`src/rtl/sap1_hw_sequencer_if.sv`:
```
// Control bundle between the SAP-1 hardwired sequencer and its datapath.
// Step inputs exist only when SAP1_SINGLE_STEP_EN is defined.
interface sap1_hw_sequencer_if;
  logic       start;
  logic [3:0] ir_op;
`ifdef SAP1_SINGLE_STEP_EN
  logic       step_mode;
  logic       step;
`endif
  logic       ep, cp, sel, lm_n, ce_n, li_n, ei;
  logic       la_n, ea, sel_acc, lb_n, su, eu, lo_n;
  logic [3:0] state_o;
  logic       halted, illegal, instr_done;

  modport master (
`ifdef SAP1_SINGLE_STEP_EN
    input  step_mode, step,
`endif
    input  start, ir_op,
    output ep, cp, sel, lm_n, ce_n, li_n, ei,
    output la_n, ea, sel_acc, lb_n, su, eu, lo_n,
    output state_o, halted, illegal, instr_done
  );

  modport slave (
`ifdef SAP1_SINGLE_STEP_EN
    output step_mode, step,
`endif
    output start, ir_op,
    input  ep, cp, sel, lm_n, ce_n, li_n, ei,
    input  la_n, ea, sel_acc, lb_n, su, eu, lo_n,
    input  state_o, halted, illegal, instr_done
  );
endinterface

```
`src/rtl/sap1_hw_sequencer.sv`:
```
// Hardwired T-state sequencer for the SAP-1 datapath (registered Moore FSM).
// Optional single-step control is enabled with SAP1_SINGLE_STEP_EN.
module sap1_hw_sequencer #(
  parameter logic [3:0] LDA_OP     = 4'h0,
  parameter logic [3:0] ADD_OP     = 4'h1,
  parameter logic [3:0] OUT_OP     = 4'h2,
  parameter logic [3:0] SUB_OP     = 4'h3,
  parameter logic [3:0] HLT_OP     = 4'hF,
  parameter bit         AUTO_START = 1'b1
) (
  input  logic                    clk,
  input  logic                    rst,
  sap1_hw_sequencer_if.master     bus
);

  typedef enum logic [3:0] {
    S_IDLE = 4'd0,
    S_F0   = 4'd1,
    S_F1   = 4'd2,
    S_F2   = 4'd3,
    S_F3   = 4'd4,
    S_E0   = 4'd5,
    S_E1   = 4'd6,
    S_E2   = 4'd7,
    S_O0   = 4'd8,
    S_HALT = 4'd9
  } state_t;

  localparam state_t RESET_STATE = AUTO_START ? S_F0 : S_IDLE;

  state_t     state_reg, state_next;
  logic       hold_reg, hold_next;
  logic [3:0] op_reg, op_next;
  logic       step_mode_w, step_w;
  logic       mem_op, legal_op;

`ifdef SAP1_SINGLE_STEP_EN
  assign step_mode_w = bus.step_mode;
  assign step_w      = bus.step;
`else
  assign step_mode_w = 1'b0;
  assign step_w      = 1'b0;
`endif

  assign mem_op   = (bus.ir_op == LDA_OP) || (bus.ir_op == ADD_OP) || (bus.ir_op == SUB_OP);
  assign legal_op = mem_op || (bus.ir_op == OUT_OP) || (bus.ir_op == HLT_OP);

  // hold_reg marks an inert cycle: the one after reset, or F0 parked in step mode.
  always_ff @(posedge clk) begin
    if (!rst) begin
      state_reg <= RESET_STATE;
      hold_reg  <= 1'b1;
      op_reg    <= 4'h0;
    end else begin
      state_reg <= state_next;
      hold_reg  <= hold_next;
      op_reg    <= op_next;
    end
  end

  always_comb begin
    state_next = state_reg;
    hold_next  = 1'b0;
    op_next    = op_reg;
    if (hold_reg) begin
      hold_next = (state_reg == S_F0) && step_mode_w && !step_w;
    end else begin
      case (state_reg)
        S_IDLE: if (bus.start) state_next = S_F0;
        S_F0:   state_next = S_F1;
        S_F1:   state_next = S_F2;
        S_F2:   state_next = S_F3;
        S_F3: begin
          op_next = bus.ir_op;
          if (mem_op)                    state_next = S_E0;
          else if (bus.ir_op == OUT_OP)  state_next = S_O0;
          else if (bus.ir_op == HLT_OP)  state_next = S_HALT;
          else                           state_next = S_F0;
        end
        S_E0:   state_next = S_E1;
        S_E1:   state_next = (op_reg == LDA_OP) ? S_F0 : S_E2;
        S_E2:   state_next = S_F0;
        S_O0:   state_next = S_F0;
        S_HALT: state_next = S_HALT;
        default: state_next = S_F0;
      endcase
      hold_next = step_mode_w && (state_next == S_F0);
    end
  end

  always_comb begin
    bus.ep         = 1'b0;
    bus.cp         = 1'b0;
    bus.sel        = 1'b0;
    bus.lm_n       = 1'b1;
    bus.ce_n       = 1'b1;
    bus.li_n       = 1'b1;
    bus.ei         = 1'b0;
    bus.la_n       = 1'b1;
    bus.ea         = 1'b0;
    bus.sel_acc    = 1'b0;
    bus.lb_n       = 1'b1;
    bus.su         = 1'b0;
    bus.eu         = 1'b0;
    bus.lo_n       = 1'b1;
    bus.illegal    = 1'b0;
    bus.instr_done = 1'b0;
    bus.halted     = (state_reg == S_HALT);
    bus.state_o    = state_reg;
    if (!hold_reg) begin
      case (state_reg)
        S_F0: begin
          bus.ep   = 1'b1;
          bus.sel  = 1'b1;
          bus.lm_n = 1'b0;
        end
        S_F1: bus.cp = 1'b1;
        S_F2: begin
          bus.ce_n = 1'b0;
          bus.li_n = 1'b0;
        end
        S_F3: begin
          bus.illegal    = !legal_op;
          bus.instr_done = !legal_op;
        end
        S_E0: begin
          bus.ei   = 1'b1;
          bus.lm_n = 1'b0;
        end
        S_E1: begin
          bus.ce_n = 1'b0;
          if (op_reg == LDA_OP) begin
            bus.sel_acc    = 1'b1;
            bus.la_n       = 1'b0;
            bus.instr_done = 1'b1;
          end else begin
            bus.lb_n = 1'b0;
          end
        end
        S_E2: begin
          bus.eu         = 1'b1;
          bus.su         = (op_reg == SUB_OP);
          bus.la_n       = 1'b0;
          bus.instr_done = 1'b1;
        end
        S_O0: begin
          bus.ea         = 1'b1;
          bus.lo_n       = 1'b0;
          bus.instr_done = 1'b1;
        end
        default: ;
      endcase
    end
  end

endmodule

```
`src/flat_wrapper.sv`:
```
// flat-port wrapper written by rule: the top's interface ports become plain ports
module sap1_hw_sequencer_flat 
#(
  parameter logic [3:0] LDA_OP     = 4'h0,
  parameter logic [3:0] ADD_OP     = 4'h1,
  parameter logic [3:0] OUT_OP     = 4'h2,
  parameter logic [3:0] SUB_OP     = 4'h3,
  parameter logic [3:0] HLT_OP     = 4'hF,
  parameter bit         AUTO_START = 1'b1
)
  (clk, rst, bus_start, bus_ir_op, bus_ep, bus_cp, bus_sel, bus_lm_n, bus_ce_n, bus_li_n, bus_ei, bus_la_n, bus_ea, bus_sel_acc, bus_lb_n, bus_su, bus_eu, bus_lo_n, bus_state_o, bus_halted, bus_illegal, bus_instr_done);
  sap1_hw_sequencer_if bus_i ();
  input  logic clk;
  input  logic rst;
  input wire logic [$bits(bus_i.start)-1:0] bus_start;
  input wire logic [$bits(bus_i.ir_op)-1:0] bus_ir_op;
  output wire logic [$bits(bus_i.ep)-1:0] bus_ep;
  output wire logic [$bits(bus_i.cp)-1:0] bus_cp;
  output wire logic [$bits(bus_i.sel)-1:0] bus_sel;
  output wire logic [$bits(bus_i.lm_n)-1:0] bus_lm_n;
  output wire logic [$bits(bus_i.ce_n)-1:0] bus_ce_n;
  output wire logic [$bits(bus_i.li_n)-1:0] bus_li_n;
  output wire logic [$bits(bus_i.ei)-1:0] bus_ei;
  output wire logic [$bits(bus_i.la_n)-1:0] bus_la_n;
  output wire logic [$bits(bus_i.ea)-1:0] bus_ea;
  output wire logic [$bits(bus_i.sel_acc)-1:0] bus_sel_acc;
  output wire logic [$bits(bus_i.lb_n)-1:0] bus_lb_n;
  output wire logic [$bits(bus_i.su)-1:0] bus_su;
  output wire logic [$bits(bus_i.eu)-1:0] bus_eu;
  output wire logic [$bits(bus_i.lo_n)-1:0] bus_lo_n;
  output wire logic [$bits(bus_i.state_o)-1:0] bus_state_o;
  output wire logic [$bits(bus_i.halted)-1:0] bus_halted;
  output wire logic [$bits(bus_i.illegal)-1:0] bus_illegal;
  output wire logic [$bits(bus_i.instr_done)-1:0] bus_instr_done;
  assign bus_i.start = bus_start;
  assign bus_i.ir_op = bus_ir_op;
  assign bus_ep = bus_i.ep;
  assign bus_cp = bus_i.cp;
  assign bus_sel = bus_i.sel;
  assign bus_lm_n = bus_i.lm_n;
  assign bus_ce_n = bus_i.ce_n;
  assign bus_li_n = bus_i.li_n;
  assign bus_ei = bus_i.ei;
  assign bus_la_n = bus_i.la_n;
  assign bus_ea = bus_i.ea;
  assign bus_sel_acc = bus_i.sel_acc;
  assign bus_lb_n = bus_i.lb_n;
  assign bus_su = bus_i.su;
  assign bus_eu = bus_i.eu;
  assign bus_lo_n = bus_i.lo_n;
  assign bus_state_o = bus_i.state_o;
  assign bus_halted = bus_i.halted;
  assign bus_illegal = bus_i.illegal;
  assign bus_instr_done = bus_i.instr_done;
  sap1_hw_sequencer #(.LDA_OP(LDA_OP), .ADD_OP(ADD_OP), .OUT_OP(OUT_OP), .SUB_OP(SUB_OP), .HLT_OP(HLT_OP), .AUTO_START(AUTO_START)) u_core (.clk(clk), .rst(rst), .bus(bus_i));
endmodule
```
`config.mk`:
```
export PLATFORM = sky130hd
export DESIGN_NAME = sap1_hw_sequencer_flat
export DESIGN_NICKNAME = d
export VERILOG_FILES = /design/src/rtl/sap1_hw_sequencer_if.sv /design/src/rtl/sap1_hw_sequencer.sv /design/src/flat_wrapper.sv
export SDC_FILE = /design/constraint.sdc
export NUM_CORES = 1
export LEC_CHECK = 0
export BUFFER_PORTS_ARGS = -buffer_cell sky130_fd_sc_hd__buf_2
export CAP_MARGIN = 30
export CELL_PAD_IN_SITES_DETAIL_PLACEMENT = 1
export CELL_PAD_IN_SITES_GLOBAL_PLACEMENT = 2
export CORE_MARGIN = 2
export CORE_UTILIZATION = 27
export DETAILED_ROUTE_END_ITERATION = 8
export PLACE_DENSITY_LB_ADDON = 0.1
export SLEW_MARGIN = 40
export SYNTH_ARGS = -nofsm -noshare
export SYNTH_HDL_FRONTEND = slang
export SYNTH_SLANG_ARGS = --single-unit
```
`constraint.sdc`:
```
create_clock -name clk -period 3.8 [get_ports clk]
set_input_delay 0.19 -clock clk [delete_from_list [all_inputs] [get_ports clk]]
set_output_delay 0.19 -clock clk [all_outputs]
set_load 0.02 [all_outputs]
```
## Word level (Yosys, flattened, before mapping)

Cells that the tools add are included.

| cells by class | value |
|---|---|
| bitwise operators | 1 |
| equality and inequality tests | 15 |
| reduce and logical (&&, ||, !) cells | 13 |
| multiplexer cells | 39 |

Operator list:

| kind | count |
|---|---|
| $pmux W4 S8 | 1 |
| $mux W1 | 31 |
| $eq A4 B2 Y1 const B | 5 |
| $eq A4 B3 Y1 const B | 4 |
| $mux W4 | 4 |
| $eq A4 B4 Y1 const B | 3 |
| $logic_not A4 Y1 | 3 |
| $eq A4 B1 Y1 const B | 2 |
| $reduce_or A2 Y1 | 3 |
| $logic_or A1 B1 Y1 | 4 |
| $reduce_and A2 Y1 | 2 |
| $mux W3 | 1 |
| $pmux W1 S3 | 1 |
| $ne A2 B2 Y1 const B | 1 |
| $pmux W1 S2 | 1 |
| $logic_not A1 Y1 | 1 |
| $not A1 Y1 | 1 |

| storage, ports and cells | value |
|---|---|
| output and inout bits | 21 |
| bits in registers | 9 |
| word-level logic and storage cells | 71 |
| input port bits | 7 |

## Depth between registers and ports, before layout

| depth | value |
|---|---|
| depth in word-level cells | 8 |
| mapped depth | 5 |
| mapped depth without buffers | 3 |

## Worst setup path before layout

OpenSTA, ideal clock, no wires.

| timing | value |
|---|---|
| path kind | reg-to-output |
| start | reg u_core.state_reg[3], in the netlist u_core.bus.state_o[3] |
| end | out bus_sel |
| data required time | 3,610 ps |
| slack | 1,856 ps |
| cell stages (with the launch flop) | 5 |
| arrival | 1,754 ps |
| cell sequence | dfxtp_1 -> buf_4 -> or3b_1 -> nor3_1 -> buf_4 |

| on the way | value |
|---|---|
| longest elaborated chain between the ends | 3 |

Ends and longest elaborated chain:

| what | RTL line | text |
|---|---|---|
| start: declaration | sap1_hw_sequencer.sv:31 | `state_t state_reg, state_next;` |
| start signal: assignment | sap1_hw_sequencer.sv:55 | `state_reg <= state_next;` |
| $eq A4 B1 Y1 | -- |  |
| $mux W1 (2 in series) | -- |  |
| end: declaration | flat_wrapper.sv:19 | `output wire logic [$bits(bus_i.sel)-1:0] bus_sel;` |

No other way between the ends.

## Final worst setup path

| timing | value |
|---|---|
| start | reg u_core.state_reg[0], in the netlist u_core.bus.state_o[0] |
| end | out bus_li_n |

| on the way | value |
|---|---|
| longest elaborated chain between the ends | 3 |

Ends and longest elaborated chain:

| what | RTL line | text |
|---|---|---|
| $eq A4 B2 Y1 | sap1_hw_sequencer.sv:111 | `case (state_reg)` |
| $mux W1 | sap1_hw_sequencer.sv:111 |  |
| $mux W1 | sap1_hw_sequencer.sv:110 | `if (!hold_reg) begin` |
| end: declaration | flat_wrapper.sv:22 | `output wire logic [$bits(bus_i.li_n)-1:0] bus_li_n;` |

No other way between the ends.

==> flow_summary.html <==
<table>
<tr><th>Metric</th><th>Value</th></tr>
<tr><th colspan="2">Placed design</th></tr>
<tr><td># placed instances</td><td>136</td></tr>
<tr><td>Post-detailed-placement half-perimeter wirelength</td><td>1.495 mm</td></tr>
<tr><td>Count of input and output buffers</td><td>27</td></tr>
<tr><td>Final Wtd Congestion</td><td>0.7047</td></tr>
<tr><th colspan="2">Critical path</th></tr>
<tr><td>Cells on worst reg2reg path</td><td>3</td></tr>
<tr><td>Combined buffer and inverter count along the critical path</td><td>1</td></tr>
<tr><td>Worst-path maximum fanout</td><td>22</td></tr>
<tr><td>Worst setup slack for register-to-register paths</td><td>2.08 ns</td></tr>
<tr><td>Sequence of cells on the critical path</td><td>or3b_1 -&gt; or3_1 -&gt; buf_2</td></tr>
<tr><td>WP data arrival</td><td>2.00 ns</td></tr>
<tr><td>Peak per-stage delay on the critical path</td><td>0.76 ns</td></tr>
<tr><td>Endpoint of the lowest-slack register-to-register path</td><td>u_core.bus.state_o[0]</td></tr>
<tr><td>Critical Path Start</td><td>u_core.bus.state_o[0]</td></tr>
<tr><td>RR Startpoint</td><td>u_core.bus.state_o[2]</td></tr>
<tr><td>Type of the setup path with the least slack</td><td>flop to output port</td></tr>
<tr><td>Slowest cell on crit path</td><td>dfxtp_1</td></tr>
<tr><td>Critical Path End Type</td><td>output port</td></tr>
<tr><td>Kind of start point of the critical path</td><td>flop</td></tr>
<tr><td>Req. time, crit path</td><td>3.61 ns</td></tr>
<tr><td>Critical path's top delay family</td><td>simple AND/OR/NAND/NOR gates</td></tr>
<tr><th colspan="2">Yosys</th></tr>
<tr><td>Mapped Nets</td><td>95</td></tr>
<tr><td>Proportion of synthesized chip area in sequential cells</td><td>26.09%</td></tr>
<tr><td>Synth Area in Compound Gates</td><td>23.01%</td></tr>
<tr><td>Main combinational cell family by area after synthesis</td><td>simple AND/OR/NAND/NOR gates</td></tr>
<tr><td>Proportion of netlist area held by the largest area contributor</td><td>26.09%</td></tr>
<tr><td>Number of distinct library cells after synthesis</td><td>35</td></tr>
<tr><td>Number of synthesized register bits</td><td>9</td></tr>
<tr><td>Count of synthesis-stage warnings from yosys</td><td>0</td></tr>
<tr><td>Cells after Synth</td><td>88</td></tr>
<tr><td>Share of flip-flops with an asynchronous set or reset</td><td>0%</td></tr>
<tr><td>Number of enable-type register cells in the synthesized netlist</td><td>0</td></tr>
<tr><td>Synth Area in XOR/XNOR</td><td>2.536%</td></tr>
<tr><td>Cells taking the most area after synthesis</td><td>dfxtp_1 (26%), nand3_1 (5.8%), o21ai_0 (5.1%), nor2_1 (4.9%), a21oi_1 (3.6%)</td></tr>
<tr><td>Library cell with the largest summed area after synthesis</td><td>dfxtp_1</td></tr>
<tr><td>Share of cell area taken by muxes after synthesis</td><td>0%</td></tr>
<tr><td>Post-Synth Adder-Cell Area</td><td>0%</td></tr>
<tr><td>Post-Synthesis Mean Instance Area</td><td>7.848 um^2</td></tr>
<tr><td>Top_reg_cell synth</td><td>dfxtp_1</td></tr>
<tr><td>Synth Area in Simple Gates</td><td>38.59%</td></tr>
<tr><td>Summed instance area of the synthesized netlist</td><td>690.7 um^2</td></tr>
<tr><th colspan="2">Min path</th></tr>
<tr><td>Min-Delay Startpoint</td><td>rst</td></tr>
<tr><td>Endpoint of the worst hold path</td><td>u_core.bus.state_o[0]</td></tr>
<tr><td>Count of cells along the worst hold path</td><td>2</td></tr>
<tr><td>Class of the most critical hold timing path</td><td>input pin to flop</td></tr>
<tr><th colspan="2">Floorplanning</th></tr>
<tr><td>Floorplan die area</td><td>2978 um^2</td></tr>
<tr><td>Height of the die</td><td>54.58 um</td></tr>
<tr><td>Starting Density</td><td>28.13%</td></tr>
<tr><td>Floorplan row count</td><td>18</td></tr>
<tr><td># IOs</td><td>28</td></tr>
<tr><td>Core area</td><td>2455 um^2</td></tr>
<tr><td>Die outline width</td><td>54.58 um</td></tr>
<tr><th colspan="2">Clock tree</th></tr>
<tr><td>Cts repair resizes</td><td>0</td></tr>
<tr><td>Clock latency on the worst-skew pair</td><td>0.26 ns</td></tr>
<tr><td>TritonCTS clock tree</td><td>built</td></tr>
<tr><td>Buffer levels on the longest clock path</td><td>2</td></tr>
<tr><td>Clock buffer count from CTS</td><td>3</td></tr>
<tr><td>Level count of the clock H-tree</td><td>1</td></tr>
<tr><td>Post CTS Setup Buffer Count</td><td>0</td></tr>
<tr><td>Clock sink count</td><td>9</td></tr>
<tr><td>Reg clk slew, reported paths</td><td>0.06 ns</td></tr>
<tr><td>Hold bufs inserted after CTS</td><td>0</td></tr>
<tr><td>Cell at the root of the clock tree</td><td>clkbuf_4</td></tr>
<tr><th colspan="2">Finish</th></tr>
<tr><td>Number of fill cells</td><td>312</td></tr>
<tr><td>Area added between synthesis and finish</td><td>21.20%</td></tr>
<tr><td>Final instance count without filler cells</td><td>140</td></tr>
<tr><td>Fraction of the core area covered by cells at the end of the flow</td><td>34.10%</td></tr>
<tr><td>Diode insertion count for antenna repair</td><td>0</td></tr>
<tr><td>Layout cells sized above 1</td><td>32.73%</td></tr>
<tr><td>Net count reported at finish</td><td>118</td></tr>
<tr><th colspan="2">Timing</th></tr>
<tr><td>Setup repair after global routing missed its margin</td><td>no</td></tr>
<tr><td>Final Hold Viols</td><td>0</td></tr>
<tr><td>Setup clock skew after layout</td><td>0.0003857 ns</td></tr>
<tr><td>Final number of setup-violating endpoints</td><td>0</td></tr>
<tr><td>Min cycle time layout</td><td>2.188 ns</td></tr>
<tr><td>Normalized max-slew margin</td><td>54.31%</td></tr>
<tr><td>Tcrit/Tclk final</td><td>57.57%</td></tr>
<tr><td>Tightest Pin Transition</td><td>0.6844 ns</td></tr>
<tr><td>Total count of max-transition violations in the final report</td><td>0</td></tr>
<tr><td>Achievable clock frequency</td><td>0.4571 GHz</td></tr>
<tr><td>Sum of negative setup slack</td><td>0 ns</td></tr>
<tr><th colspan="2">Power</th></tr>
<tr><td>Switching component of the power</td><td>0.08519 mW</td></tr>
<tr><td>Pwr dens</td><td>293.8 nW/um^2</td></tr>
<tr><td>Highest ir drop seen on vdd</td><td>165.1 uV</td></tr>
<tr><td>Part of the total power dissipated in the clock network</td><td>30.5%</td></tr>
<tr><td>Combinational cell fraction of total power</td><td>23.2%</td></tr>
<tr><td>Leakage power summed over all cells</td><td>0.3901 nW</td></tr>
<tr><td>Power Internal</td><td>0.1608 mW</td></tr>
<tr><td>Net Sw Frac</td><td>34.64%</td></tr>
<tr><td>Fraction of power consumed by sequential logic</td><td>46.3%</td></tr>
<tr><th colspan="2">Routing</th></tr>
<tr><td>Initial DRT Pass Iterations</td><td>3</td></tr>
<tr><td>Antenna violation net count after detailed routing</td><td>0</td></tr>
<tr><td>Via-to-Cell Ratio</td><td>5.221</td></tr>
<tr><td>Count of routing violations after the opening detailed-route iteration</td><td>9</td></tr>
<tr><td>DRC violations left</td><td>0</td></tr>
<tr><td>Routed length per instance</td><td>14.11 um</td></tr>
<tr><td>Aggregate routed wire length</td><td>1.975 mm</td></tr>
<tr><td>Vias after detailed routing</td><td>731</td></tr>
<tr><th colspan="2">GRT</th></tr>
<tr><td>Antenna violations before repair</td><td>0</td></tr>
<tr><td>Wire length of the first global-routing pass</td><td>3.139 mm</td></tr>
<tr><td>Total congestion overflow after global routing</td><td>0</td></tr>
<tr><td>Largest net degree at the start of global routing</td><td>23</td></tr>
<tr><td>All-layer global routing usage</td><td>14.55%</td></tr>
<tr><td>Vias in the first global route</td><td>675</td></tr>
<tr><th colspan="2">Flow run</th></tr>
<tr><td>Reported max-cap violation count</td><td>0</td></tr>
<tr><th colspan="2">Status</th></tr>
<tr><td>Run status</td><td>finished, final reports clean</td></tr>
</table>
## worst max path at each step
stage,slack [ns],cells past startpoint,endpoint
3_5_place_dp,1.89,3,bus_li_n
3_3_place_gp,1.93,3,bus_li_n
2_1_floorplan,1.86,4,bus_sel
5_1_grt,1.47,3,bus_li_n
4_1_cts,1.59,3,bus_li_n
6_report,1.61,3,bus_li_n
## routing by layer
layer	part of all wire, %	GRT usage [%]	up-vias
met5	0	0	-
met4	0.66	5.000	0
met3	3.5	2.459	2
met2	46	22.69	13
met1	50	20.07	350
li1	-	-	366
## kinds of logic after synthesis
logic type / count (synthesis)
simple gates: 42
xor+xnor: 2
flops: 9
buf+inv: 13
compound gates: 22
## cell usage in the layout, fill, tap and decap left out, types with 2 or more instances in the layout
master    count
a21oi_1       5
a41o_1        2
and3_1        3
buf_2        27
clkbuf_4      3
dfxtp_1       9
inv_1         4
nand2_1       5
nand3_1       8
nor2_1        9
nor3_1        3
nor4_2        2
o211a_1       2
o21ai_0       7
or3b_1        2
xor2_1        2
## power by group through the flow
| stage | sequential [mW] | clock (mW) | combinational [mW] |
|---|---|---|---|
| 2_1_floorplan | 0.106 | 0 | 0.0511 |
| 3_3_place_gp | 0.116 | 0 | 0.0577 |
| 3_5_place_dp | 0.116 | 0 | 0.0580 |
| 4_1_cts | 0.114 | 0.0791 | 0.0583 |
| 5_1_grt | 0.116 | 0.0836 | 0.0639 |
| 6_report | 0.114 | 0.0750 | 0.0571 |
## cells in the mapped netlist, drive strengths merged, types with 2 or more instances
cell,instances
nand2,5
inv,4
clkbuf,2
o41ai,2
and3,3
o211a,2
a41o,2
or3b,2
dfxtp,9
a21oi,5
nand3,8
nor3,3
buf,7
o21ai,7
xor2,2
nor2,9
nor4,2
## per-stage QoR
step	worst slack, ns	hold slack (ns)	instance area (um^2)	power (mW)
floorplan	1.856	0.3377	690.7	0.1572
global placement	1.931	0.4491	810.8	0.1739
detailed placement	1.886	0.4511	810.8	0.1741
CTS	1.593	0.1796	837.1	0.2512
global route	1.470	0.1960	837.1	0.2639
finish	1.612	0.1832	837.1	0.2460
## area by class of cell
| class | instances | area (um^2) | share of cell area [%] |
|---|---|---|---|
| Inverter | 4 | 15.01 | 1.794 |
| Clock buffer | 4 | 26.28 | 3.139 |
| Timing Repair Buffer | 27 | 135.1 | 16.14 |
| Multi-Input combinational cell | 66 | 442.9 | 52.91 |
| Sequential cell | 9 | 180.2 | 21.52 |
| Tap cell | 30 | 37.54 | 4.484 |
(Power assumes the default switching activity.)
